`src/rtl/div_arbiter_4ch.sv`:
```
// div_arbiter_4ch: round-robin arbiter sharing one divider core between four requesters.
// Each granted request is checked for divide-by-zero, issued to the core, and bounded by a timeout.
// A one-hot response pulse goes back to the owner, and the operation then retires.
// Timing, with all outputs registered:
//   - gnt and div_start are visible during the first cycle after the selection edge.
//   - resp_valid is visible in the cycle after RESP, when the block is back in IDLE.
module div_arbiter_4ch #(
  parameter int unsigned NREQ    = 4,
  parameter int unsigned TIMEOUT = 64,
  localparam int unsigned DW     = 24
) (
  input  logic                 clk,
  input  logic                 reset,
  input  logic [NREQ-1:0]      req,
  input  logic [NREQ*DW-1:0]   req_dividend,
  input  logic [NREQ*DW-1:0]   req_divisor,
  output logic [NREQ-1:0]      gnt,
  output logic [NREQ-1:0]      resp_valid,
  output logic [DW-1:0]        resp_quotient,
  output logic [1:0]           resp_err,
  output logic                 div_start,
  output logic [DW-1:0]        div_dividend,
  output logic [DW-1:0]        div_divisor,
  input  logic [DW-1:0]        div_quotient,
  input  logic                 div_done,
  output logic                 busy
);

  localparam int unsigned IDX_W = $clog2(NREQ);
  localparam int unsigned CNT_W = $clog2(TIMEOUT + 1);

  localparam logic [1:0] ERR_OK  = 2'b00;
  localparam logic [1:0] ERR_DBZ = 2'b01;
  localparam logic [1:0] ERR_TMO = 2'b10;

  typedef enum logic [1:0] {
    IDLE  = 2'd0,
    ISSUE = 2'd1,
    WAIT  = 2'd2,
    RESP  = 2'd3
  } state_t;

  state_t             state, state_d;
  logic [IDX_W-1:0]   rr_ptr, rr_ptr_d;
  logic [IDX_W-1:0]   idx, idx_d;
  logic [CNT_W-1:0]   tmo_cnt, tmo_cnt_d;
  logic [DW-1:0]      res_q, res_q_d;
  logic [1:0]         res_err, res_err_d;

  logic [NREQ-1:0]    gnt_d, resp_valid_d;
  logic [DW-1:0]      resp_quotient_d;
  logic [1:0]         resp_err_d;
  logic               div_start_d;
  logic [DW-1:0]      div_dividend_d, div_divisor_d;
  logic               busy_d;

  logic               sel_valid;
  logic [IDX_W-1:0]   sel_idx;
  logic [IDX_W-1:0]   cand;
  logic [DW-1:0]      sel_dividend, sel_divisor;

  // Round-robin pick: first asserted request at or after rr_ptr, in cyclic order.
  always_comb begin
    sel_valid = 1'b0;
    sel_idx   = '0;
    cand      = '0;
    for (int k = NREQ - 1; k >= 0; k--) begin
      cand = rr_ptr + IDX_W'(k);
      if (req[cand]) begin
        sel_valid = 1'b1;
        sel_idx   = cand;
      end
    end
  end

  // Operand lane mux for the selected requester.
  always_comb begin
    sel_dividend = '0;
    sel_divisor  = '0;
    for (int k = 0; k < NREQ; k++) begin
      if (sel_idx == IDX_W'(k)) begin
        sel_dividend = req_dividend[k*DW +: DW];
        sel_divisor  = req_divisor[k*DW +: DW];
      end
    end
  end

  // Next-state and next-output logic; pulses default low, data registers hold.
  always_comb begin
    state_d         = state;
    rr_ptr_d        = rr_ptr;
    idx_d           = idx;
    tmo_cnt_d       = tmo_cnt;
    res_q_d         = res_q;
    res_err_d       = res_err;
    gnt_d           = '0;
    resp_valid_d    = '0;
    resp_quotient_d = resp_quotient;
    resp_err_d      = resp_err;
    div_start_d     = 1'b0;
    div_dividend_d  = div_dividend;
    div_divisor_d   = div_divisor;

    unique case (state)
      IDLE: begin
        if (sel_valid) begin
          gnt_d          = NREQ'(1) << sel_idx;
          idx_d          = sel_idx;
          div_dividend_d = sel_dividend;
          div_divisor_d  = sel_divisor;
          if (sel_divisor == '0) begin
            // Divide-by-zero is answered locally; the core never sees it.
            res_q_d   = '1;
            res_err_d = ERR_DBZ;
            state_d   = RESP;
          end else begin
            div_start_d = 1'b1;
            state_d     = ISSUE;
          end
        end
      end
      ISSUE: begin
        tmo_cnt_d = '0;
        state_d   = WAIT;
      end
      WAIT: begin
        tmo_cnt_d = tmo_cnt + CNT_W'(1);
        // A completion in the expiry cycle still counts as a success.
        if (div_done) begin
          res_q_d   = div_quotient;
          res_err_d = ERR_OK;
          state_d   = RESP;
        end else if (tmo_cnt == CNT_W'(TIMEOUT - 1)) begin
          res_q_d   = '0;
          res_err_d = ERR_TMO;
          state_d   = RESP;
        end
      end
      RESP: begin
        resp_valid_d    = NREQ'(1) << idx;
        resp_quotient_d = res_q;
        resp_err_d      = res_err;
        rr_ptr_d        = idx + IDX_W'(1);
        state_d         = IDLE;
      end
      default: state_d = IDLE;
    endcase

    busy_d = (state_d != IDLE);
  end

  // State and registered outputs; reset drops any operation in flight.
  always_ff @(posedge clk or negedge reset) begin
    if (!reset) begin
      state         <= IDLE;
      rr_ptr        <= '0;
      idx           <= '0;
      tmo_cnt       <= '0;
      res_q         <= '0;
      res_err       <= ERR_OK;
      gnt           <= '0;
      resp_valid    <= '0;
      resp_quotient <= '0;
      resp_err      <= ERR_OK;
      div_start     <= 1'b0;
      div_dividend  <= '0;
      div_divisor   <= '0;
      busy          <= 1'b0;
    end else begin
      state         <= state_d;
      rr_ptr        <= rr_ptr_d;
      idx           <= idx_d;
      tmo_cnt       <= tmo_cnt_d;
      res_q         <= res_q_d;
      res_err       <= res_err_d;
      gnt           <= gnt_d;
      resp_valid    <= resp_valid_d;
      resp_quotient <= resp_quotient_d;
      resp_err      <= resp_err_d;
      div_start     <= div_start_d;
      div_dividend  <= div_dividend_d;
      div_divisor   <= div_divisor_d;
      busy          <= busy_d;
    end
  end

endmodule

```
`config.mk`:
```
export PLATFORM = sky130hd
export DESIGN_NAME = div_arbiter_4ch
export DESIGN_NICKNAME = d
export VERILOG_FILES = /design/src/rtl/div_arbiter_4ch.sv
export SDC_FILE = /design/constraint.sdc
export NUM_CORES = 1
export LEC_CHECK = 0
export CAP_MARGIN = 15
export CORE_MARGIN = 2
export CORE_UTILIZATION = 35
export CTS_BUF_LIST = sky130_fd_sc_hd__clkbuf_2 sky130_fd_sc_hd__clkbuf_4 sky130_fd_sc_hd__clkbuf_8
export DETAILED_ROUTE_END_ITERATION = 7
export GPL_TIMING_DRIVEN = 0
export PLACE_DENSITY = 0.68
export SLEW_MARGIN = 10
export SYNTH_ARGS = -nofsm -noshare
export SYNTH_HDL_FRONTEND = slang
export SYNTH_SLANG_ARGS = --single-unit
```
`constraint.sdc`:
```
create_clock -name clk -period 4.6 [get_ports clk]
set_input_delay 0.92 -clock clk [delete_from_list [all_inputs] [get_ports clk]]
set_output_delay 0.92 -clock clk [all_outputs]
set_load 0.01 [all_outputs]
```
Word-level counts from Yosys, hierarchy flattened
Index checks and enable logic that the tools add are counted.
- add/sub/neg operators: 5
- multipliers: 0
- divide/modulo/power cells: 0
- order comparisons: 4
- equal/unequal tests: 10
- shifts and indexed selects: 2
- muxes and demuxes: 46
- bitwise gates (word level): 0
- reductions and logical operators: 8
- operators by type and width (cell ; count):
    2-to-1 mux 24 bit ; 12
    one-hot mux 24 bit (2 select lines) ; 1
    zero test 24 bit ; 1
    2-to-1 mux 2 bit ; 12
    one-hot mux 7 bit (2 select lines) ; 1
    < comparator 2 x 3 -> 1 bit (second input constant) ; 4
    2-to-1 mux 4 bit ; 3
    2-to-1 mux 1 bit ; 11
    binary-select mux 1 bit (select 2 bit) ; 4
    equality test 2 bit (second input constant) ; 4
    one-hot mux 2 bit (4 select lines) ; 1
    left shift 1 x 2 -> 4 bit (first input constant) ; 2
    adder 7 x 1 -> 7 bit (second input constant) ; 1
    equality test 7 x 6 -> 1 bit (second input constant) ; 1
    nonzero test 2 bit ; 3
    adder 2 x 1 -> 2 bit (second input constant) ; 2
    adder 2 bit (second input constant) ; 2
    equality test 2 x 1 -> 1 bit (second input constant) ; 2
    zero test 2 bit ; 2
    inequality test 2 bit (second input constant) ; 2
    one-hot mux 2 bit (2 select lines) ; 1
    AND reduction 4 bit ; 1
    inequality test 3 bit (second input constant) ; 1
    AND reduction 2 bit ; 1
- register bits: 123
- latch bits: 0
- bits in writable memories: 0
- memory bits (read-only): 0
- input bits: 223
- output and inout port bits: 84
- word-level logic and storage cells: 89
- memories kept: 0

Depth between registers and ports, before layout
Gate-level depths: netlist of run 1.
- depth in word-level cells: 17
- mapped depth: 13
- gate-level depth less buffers: 9

Worst setup path after synthesis of run 1
OpenSTA, ideal clock, no wires.
- path kind: input to register
- start point: input req[2]
- end point: register res_q[1]
- setup time: 121 ps
- arrival time: 3668 ps
- required time: 4479 ps
- path slack: 811 ps
- cell stages on the path: 12
- buffers on the path: 3
- cell sequence: nor2b_1 or4b_4 buf_6 buf_6 and3_1 o32ai_1 nand4_1 or4_4 nor3_4 o22ai_2 buf_6 o22a_1
- longest elaborated chain between the ends: 14
- elaborated cells on any way between the ends: 28
- those cells by class: eq/ne: 5; mux: 20; reduce/logical: 3
- RTL lines (item ; RTL line ; text):
    start, declared ; 14 ; input logic [NREQ-1:0] req,
    binary-select mux 1 bit (select 2 bit) ; 69 ; if (req[cand]) begin
    2-to-1 mux 1 bit (not written as such) ; 69 ;
    2-to-1 mux 2 bit (4 in series) ; 69 ;
    zero test 2 bit ; 81 ; if (sel_idx == IDX_W'(k)) begin
    2-to-1 mux 24 bit (4 in series) ; 81 ;
    zero test 24 bit ; 111 ; if (sel_divisor == '0) begin
    inequality test 2 bit (no line) ; -- ;
    AND reduction 4 bit (no line) (*) ; -- ;
    end signal, assigned ; 174 ; res_q <= res_q_d;
    end, declared ; 47 ; logic [DW-1:0] res_q, res_q_d;
Every way passes the cells marked *; elsewhere a longest branch is shown, timed or not. The select of a mux whose other input is x is not followed.
A chain may end at the register's enable or synchronous reset.

Worst setup path in the final report of run 1
- start point: input req[0]
- end point: register res_q[21]
Same word-level chain as after synthesis.

==> results of run 1 <==
-- per-layer routing --
metal / GRT usage (%) / vias to the layer above / part of all wire, %
li1: - / 3640 / -
met1: 33.23 / 3552 / 45
met2: 40.21 / 270 / 48
met3: 5.813 / 26 / 5.9
met4: 6.214 / 0 / 1.7
met5: 0 / - / 0
-- flip-flops by register name, indices dropped and copies added (netlist names) --
register and cells:
busy 1, div_dividend 24, div_divisor 24, div_start 1
gnt 4, idx 2, res_err 2, res_q 24
resp_err 2, resp_quotient 24, resp_valid 4, rr_ptr 2
state 2, tmo_cnt 7
-- power groups by stage --
stage               combinational, mW  sequential (mW)  clock (mW)
CTS                              3.71             1.82        1.05
global route                     4.06             1.88        1.10
detailed placement               3.70             1.85           0
floorplan                        1.90             1.96           0
finish                           3.69             1.82        1.01
global placement                 3.65             1.83           0
-- logic make-up (layout without fill, tap and decap cells) --
kind of cell             Yosys count  count (layout)
AND/OR/NAND/NOR                  424             424
AO/OA/AOI/OAI                    167             167
flip-flops                       123             123
buffers and inverters             92             433
multiplexers                      28              28
adder cells (fa/ha/maj)            8               8
XOR/XNOR                           1               1
-- final timing paths --
| kind | startpoint | endpoint | slack, ns | cells after the start |
|---|---|---|---|---|
| min | div_divisor[9] | div_divisor[9] | 0.48 | 2 |
| max reg2reg | rr_ptr[1] | res_q[21] | 0.75 | 12 |
| max | req[0] | res_q[21] | 0.20 | 13 |
| min reg2reg | div_divisor[9] | div_divisor[9] | 0.48 | 2 |
| min in group asynchronous | reset | resp_quotient[15] | 0.49 | 1 |
| max in group asynchronous | reset | div_divisor[0] | 3.39 | 2 |
-- through the flow --
| step | hold slack, ns | setup slack (ns) |
|---|---|---|
| floorplan | 0.4727 | 0.8113 |
| global placement | 0.4607 | -2.447 |
| detailed placement | 0.4691 | -0.4731 |
| CTS | 0.4875 | 0.01043 |
| global route | 0.4913 | -0.006700 |
| finish | 0.4829 | 0.1983 |
-- synth_stat cells, drive strengths merged, types with 20 or more instances --
cell	count	area [sq um]
nand2	249	934.7
dfrtp	123	3078
clkbuf	63	236.5
o21ai	57	285.3
nand3	53	265.3
and3	45	281.5
mux2	27	304.0
o22a	25	219.0
nor3b	20	150.1
-- what timing repair did --
item                       CTS  global route
resized for setup            0             4
setup endpoints to repair    0            26
setup buffers                0             2
-- critical path, stage by stage --
cell,delay (ns)
clkdlybuf4s50_1,0.49
nor2b_1,0.20
or4_1,0.49
clkbuf_1,0.24
and3_1,0.24
o32ai_1,0.52
nand4_1,0.16
or4_4,0.53
nor3_4,0.23
buf_4,0.18
a2bb2oi_4,0.22
buf_4,0.22
o22a_1,0.15
-- layout make-up --
type	instances	share of cell area (%)
plain buffers	80	3.131
clock buffers	17	2.129
clock inverters	15	1.628
inverters	12	0.4098
multi-input cells	628	33.38
flip-flops and latches	123	28.01
well taps	270	3.074
repair buffers	309	28.24
==> results.toml, run 1 <==
[run_status]
status = "finished, final reports clean"

[power_and_ir_drop]
p_total_mw = 6.526
power_density_mw_per_mm2 = 593.8
clkPwrFrac_pct = 15.5
p_int_mw = 3.767
ir_worst_vdd_mv = 0.2300
switchingPower_mw = 2.759
p_leak_nw = 4.595
comb_power_share_pct = 56.5
sequentialPowerShare_pct = 27.9
swShare_pct = 42.28

[clock_network]
clock-sinks = 123
cts_root_buffer = "clkbuf_8"
ctsHoldBuffers = 0
cts_buffers = 17
clock_path_buffers = 2
cts_max_level = 4
clk_pin_slew_ns = 0.08
worst_skew_pair.late_latency_ns = 0.45
cts_tree = "yes"

[worst_hold_path]
holdCritPathClass = "flip-flop to flip-flop"

[timing]
drv_slew = 0
finalSetupTns_ns = 0
fmax_mhz = 227.2
slew_headroom_pct = 55.06
period_share_pct = 95.69
worst_slew_pin_slew_ns = 0.6716
skew_ns = 0.01860
finalSetupViolCount = 0
hold_viol_final = 0
min_period_ns = 4.402

[grt]
track_usage_pct = 24.67
grt_overflow = 0
grt_pass1_vias = 7287
antenna_found_initial = 0
grt_pass1_wl_microns = 41130
grt_max_degree = 70

[die]
ios = 307
core-area_sq_mm = 0.02010
die_w_microns = 146.5
dieArea_sq_mm = 0.02148
fp-row-count = 52
start_util_pct = 35.37
die_y_microns = 146.5

[layout]
final_cells = 1454
post-route-util_pct = 54.67
seq_area_sq_mm = 0.003078
final_cell_mix = "clkdlybuf4s50_1, nand2_1, dfrtp_1, clkbuf_1, o21ai_0"
finalInstanceArea_sq_mm = 0.01099
area_growth_pct = 54.54
final_common_cell = "clkdlybuf4s50_1"
multi_input_area_sq_mm = 0.003669
fill_cells = 1863
drive_gt1_share_pct = 7.179
nets = 1402
diodes = 0

[detailed_routing]
dr.pass1.iters = 8
viasPerCell = 5.150
drc = 0
num_vias = 7488
wl_per_cell_microns = 18.17
drt-initial-drc-count = 437
ant_nets = 0
drt_wl_total_microns = 26420

[yosys]
async_reset_ff_share_pct = 100.0
ys_ff_latch = 123
synthXorXnorAreaFrac_pct = 0.1232
synth_compound_area_share_pct = 17.49
syn_inst = 843
yosysWarnings = 0
synth_top_family_by_area = "simple AND/OR/NAND/NOR gates"
yosysSeqAreaShare_pct = 43.28
syn_area_sq_mm = 0.007112
mappedNetlistNets = 1074
synth_simple_gate_area_share_pct = 27.83
synth-edff-count = 0
avgSynthCellArea_sq_um = 8.436
ys_types = 46
synth_top_flop_cell = "dfrtp_1"
muxShareOfSynthArea_pct = 4.416
synthAdderAreaFrac_pct = 1.407

[flow_run]
drv_cap = 0

[worst_setup_path]
end_kind = "flip-flop"
worstSetupPathType = "primary input to flip-flop"
critical_path.max_fanout = 10
crit_arrival_ns = 4.79
critPathLaunchType = "primary input"
required_ns = 4.98

[placement]
numPortBuffers = 305
dp_cells = 1420
dpl_cell_area_sq_mm = 0.01055
place_hpwl_microns = 20700
place.gp.congestion = 0.9065
No activity file was read; power rests on OpenSTA's default activity.
==> inputs of run 2 (changes only) <==
- CORE_MARGIN: 2 -> 3
==> run 2 against run 1 <==
Total power shrank 0.40%. Core utilization rose by 0.96 points. Sequential cell count unchanged. Sequential share of layout area grew 0.057 points. Via count down 1.1%. Cell count fell by 0.48%. Worst setup slack got worse by 0.0091 ns. Clock skew is 0.0025 ns lower. First-iteration DRC count down 6.4%. Critical endpoint is now res_q[1]. Highest routed layer unchanged.
==> results.toml, run 2 (synthesized netlist as in run 1, its figures left out) <==
[grt]
grt_pass1_wl_microns = 40270
grt_max_degree = 67
antenna_found_initial = 0
grt_overflow = 0
grt_pass1_vias = 7324
track_usage_pct = 23.16

[clock_network]
cts_buffers = 17
worst_skew_pair.late_latency_ns = 0.44
post-cts-setup-buffer-count = 0
cts_root_buffer = "clkbuf_8"
cts_tree = "yes"
clk_pin_slew_ns = 0.10
cts_max_level = 4
ctsHoldBuffers = 0
clock_path_buffers = 2
clock-sinks = 123

[power_and_ir_drop]
power_density_mw_per_mm2 = 592.6
switchingPower_mw = 2.772
p_leak_nw = 4.585
p_int_mw = 3.727
sequentialPowerShare_pct = 28.2
swShare_pct = 42.65
p_total_mw = 6.500
clkPwrFrac_pct = 15.1
comb_power_share_pct = 56.7
ir_worst_vdd_mv = 0.2281

[worst_setup_path]
worstSetupPathType = "primary input to flip-flop"
crit_buf_inv = 4
end_kind = "flip-flop"
critPathLaunchType = "primary input"
crit_arrival_ns = 4.73
slowest_delay_ns = 0.54
path_cells = "clkdlybuf4s50_1 -> nor2b_1 -> or4_1 -> buf_2 -> clkbuf_1 -> and3_1 -> o32ai_1 -> nand4_1 -> or4_4 -> nor3_4 -> o22ai_2 -> buf_6 -> o22a_1"
required_ns = 4.92
slowest_stage = "clkdlybuf4s50_1"
crit_family = "simple AND/OR/NAND/NOR gates"
critical_path.max_fanout = 10

[placement]
dpl_cell_area_sq_mm = 0.01054
numPortBuffers = 305
place_hpwl_microns = 20630
dp_slack_ns = -0.4582
place.gp.congestion = 0.9242

[timing]
min_period_ns = 4.411
fmax_mhz = 226.7
period_share_pct = 95.89
hold_viol_final = 0
slew_headroom_pct = 50.97
worst_slew_pin_slew_ns = 0.7355
finalSetupViolCount = 0
skew_ns = 0.01608
finalSetupTns_ns = 0
drv_slew = 0
setup_slack_ns = 0.1892

[layout]
final_cell_mix = "clkdlybuf4s50_1, nand2_1, dfrtp_1, clkbuf_1, o21ai_0"
finalInstanceArea_sq_mm = 0.01097
area_growth_pct = 54.22
diodes = 0
nets = 1400
drive_gt1_share_pct = 7.107
final_common_cell = "clkdlybuf4s50_1"

[detailed_routing]
viasPerCell = 5.119
ant_nets = 0
wl_per_cell_microns = 18.14
drt-initial-drc-count = 409
num_vias = 7407
drc = 0
dr.pass1.iters = 7
drt_wl_total_microns = 26240

[die]
dieArea_sq_mm = 0.02207
die_y_microns = 148.5
ios = 307
fp-row-count = 51
die_w_microns = 148.5
core-area_sq_mm = 0.01972
start_util_pct = 36.07

[flow_run]
drv_cap = 0

[run_status]
status = "finished, final reports clean"

[worst_hold_path]
holdCritPathClass = "primary input to asynchronous set/reset pin"
run 2: repair_timing:
action                     CTS  global route
gates resized for setup      0             5
hold endpoints to repair     0             0
setup endpoints to repair    0            26
run 2: worst paths after layout:
kind	cells past startpoint	start	slack [ns]	to
worst max-delay path	13	req[1]	0.19	res_q[1]
worst min register to register	2	div_divisor[0]	0.48	div_divisor[0]
worst max register to register	12	rr_ptr[1]	0.69	res_q[1]
max in group asynchronous	2	reset	3.45	div_divisor[2]
min in group clk	2	div_divisor[0]	0.48	div_divisor[0]
worst min-delay path	1	reset	0.41	div_dividend[10]
run 2: layout make-up:
class	count	area [sq um]
inverter	12	45.04
timing repair buffer	307	3089
sequential	123	3078
fill	1809	8750
buffer	80	344.1
clock buffer	17	234.0
tap	265	331.6
clock inverter	15	170.2
multi-input combinational	628	3676
run 2: stage by stage:
stage	instances	hold slack, ns	util (%)
after floorplan	843	0.4727	-
after global placement	1413	0.4614	53.23
after detailed placement	1415	0.4691	53.46
after CTS	1447	0.4162	55.50
after global routing	1447	0.4410	55.63
final	1447	0.4132	55.63
run 2: per-layer routing:
layer	global-route usage, %	share of wire [%]
met3	5.119	6.7
met5	0	0
met2	38.03	48
met4	6.236	1.7
met1	31.03	43
run 2: power by group through the flow:
stage               clock network, mW  logic (mW)  registers [mW]
global placement                    0        3.63            1.84
finish                          0.981        3.69            1.83
floorplan                           0        1.90            1.96
detailed placement                  0        3.68            1.85
global route                     1.05        4.06            1.89
CTS                              1.01        3.69            1.83
==> inputs of run 3 (changes only) <==
- CTS_CLUSTER_DIAMETER: not set -> 60
- clock period: 4.6 -> 5.3 ns (I/O delays scaled with it)
==> run 3 against run 2 <==
Global-route usage unchanged. Die area unchanged. Register-to-register slack better by 0.60 ns. First-iteration DRC count down 0.49%. Critical path depth up 1. Critical endpoint unchanged.
==> results.toml, run 3 (synthesized netlist as in run 1, its figures left out) <==
[power_and_ir_drop]
power_density_mw_per_mm2 = 514.1
p_total_mw = 5.626
p_leak_nw = 4.575
ir_worst_vdd_mv = 0.1984

[clock_network]
post_cts_resized = 0
cts_max_level = 4
clk_pin_slew_ns = 0.09
clock-sinks = 123
cts_tree = "yes"
worst_skew_pair.late_latency_ns = 0.44
clock_path_buffers = 2
post-cts-setup-buffer-count = 0
cts_root_buffer = "clkbuf_8"
ctsHoldBuffers = 0
cts_buffers = 17

[timing]
min_period_ns = 4.762
finalSetupViolCount = 0
finalSetupTns_ns = 0
period_share_pct = 89.85
drv_slew = 0
slew_headroom_pct = 52.00
rsz0062_at_grt = "no"
fmax_mhz = 210.0
hold_viol_final = 0
skew_ns = 0.01610
worst_slew_pin_slew_ns = 0.7199

[detailed_routing]
drc = 0
wl_per_cell_microns = 18.09
num_vias = 7414
drt-initial-drc-count = 407
dr.pass1.iters = 4
viasPerCell = 5.124
ant_nets = 0
drt_wl_total_microns = 26180

[worst_setup_path]
path_depth = 14
crit_arrival_ns = 5.08
endpoint = "res_q[1]"
critical_path.max_fanout = 10
crit_buf_inv = 5
end_kind = "flip-flop"
reg2reg_to = "res_q[1]"
startpoint = "req[0]"
reg2reg_slack_ns = 1.29
slowest_delay_ns = 0.53
worstSetupPathType = "primary input to flip-flop"
critPathLaunchType = "primary input"
slowest_stage = "clkdlybuf4s50_1"
required_ns = 5.62
crit_family = "buffers and inverters"
path_cells = "clkdlybuf4s50_1 -> nor2b_1 -> or4_1 -> buf_2 -> clkbuf_1 -> nand2_1 -> clkbuf_1 -> a211oi_1 -> o22a_1 -> nand4_1 -> nor3_4 -> o22ai_2 -> buf_6 -> o22a_1"
reg2reg_from = "rr_ptr[1]"
rr_worst_depth = 13

[die]
ios = 307
core-area_sq_mm = 0.01972
die_y_microns = 148.5
fp-row-count = 51
die_w_microns = 148.5
dieArea_sq_mm = 0.02207
start_util_pct = 36.07

[placement]
place_hpwl_microns = 20630
place.gp.congestion = 0.9242
numPortBuffers = 305

[grt]
grt_pass1_wl_microns = 40270
track_usage_pct = 23.16
grt_max_degree = 67
grt_overflow = 0
grt_pass1_vias = 7324
antenna_found_initial = 0

[layout]
final_common_cell = "clkdlybuf4s50_1"
area_growth_pct = 53.89
fill_cells = 1806
nets = 1400
drive_gt1_share_pct = 6.768
seq_area_sq_mm = 0.003078
final_cell_mix = "clkdlybuf4s50_1, nand2_1, dfrtp_1, clkbuf_1, o21ai_0"
multi_input_area_sq_mm = 0.003654
diodes = 0

[run_status]
status = "finished, final reports clean"

[worst_hold_path]
holdCritPathClass = "flip-flop to flip-flop"

[flow_run]
drv_cap = 0
## run 3: cell types whose count changed in the layout (fill, tap and decap cells not counted)
cell / change
clkbuf_1: +1
o32ai_2: -3
o32ai_1: +3
clkbuf_2: -1
## run 3: worst reg2reg max path, delay by kind of cell, from the launching register on
family,cells,cell delay [ns]
compound gates,4,1.06
buf+inv,5,1.39
flops,1,0.37
simple gates,4,1.07
## run 3: power by group
part | leakage [nW] | total [mW] | internal (mW) | switching, mW
clock network | 0.201 | 0.853 | 0.398 | 0.455
registers | 1.47 | 1.59 | 1.36 | 0.227
logic | 2.91 | 3.18 | 1.47 | 1.72
total | 4.57 | 5.63 | 3.23 | 2.40
## run 3: routing by layer
| metal | track usage (%) | part of all wire, % | up-vias |
|---|---|---|---|
| li1 | - | - | 3628 |
| met1 | 31.03 | 43 | 3506 |
| met2 | 38.03 | 48 | 252 |
| met3 | 5.119 | 7.0 | 28 |
| met4 | 6.236 | 1.7 | 0 |
| met5 | 0 | 0 | - |
## run 3: worst min path at each step
| stage | from | to | slack (ns) | depth (start not counted) |
|---|---|---|---|---|
| 4_1_cts | div_dividend[6] | div_dividend[6] | 0.49 | 2 |
| 2_1_floorplan | res_err[0] | res_err[0] | 0.47 | 1 |
| 3_3_place_gp | div_dividend[12] | div_dividend[12] | 0.46 | 2 |
| 6_report | div_divisor[0] | div_divisor[0] | 0.48 | 2 |
| 5_1_grt | div_divisor[5] | div_divisor[5] | 0.51 | 2 |
| 3_5_place_dp | div_divisor[10] | div_divisor[10] | 0.47 | 2 |
## run 3: cell type report
class                      instances  area share (%)
tap                              265           3.030
sequential                       123           28.12
inverter                          12          0.4116
clock inverter                    15           1.555
buffer                            80           3.133
multi-input combinational        628           33.38
clock buffer                      17           2.138
timing repair buffer             307           28.23
## run 3: per-stage QoR
step | hold slack, ns | cell area [sq um] | instances | setup slack, ns | util [%]
6_report | 0.4835 | 10940 | 1447 | 0.5378 | 55.50
3_5_place_dp | 0.4691 | 10540 | 1415 | 0.1018 | 53.46
2_1_floorplan | 0.4727 | 7112 | 843 | 1.371 | -
3_3_place_gp | 0.4614 | 10500 | 1413 | -1.870 | 53.23
4_1_cts | 0.4876 | 10940 | 1447 | 0.5645 | 55.50
5_1_grt | 0.5127 | 10940 | 1447 | 0.3220 | 55.50
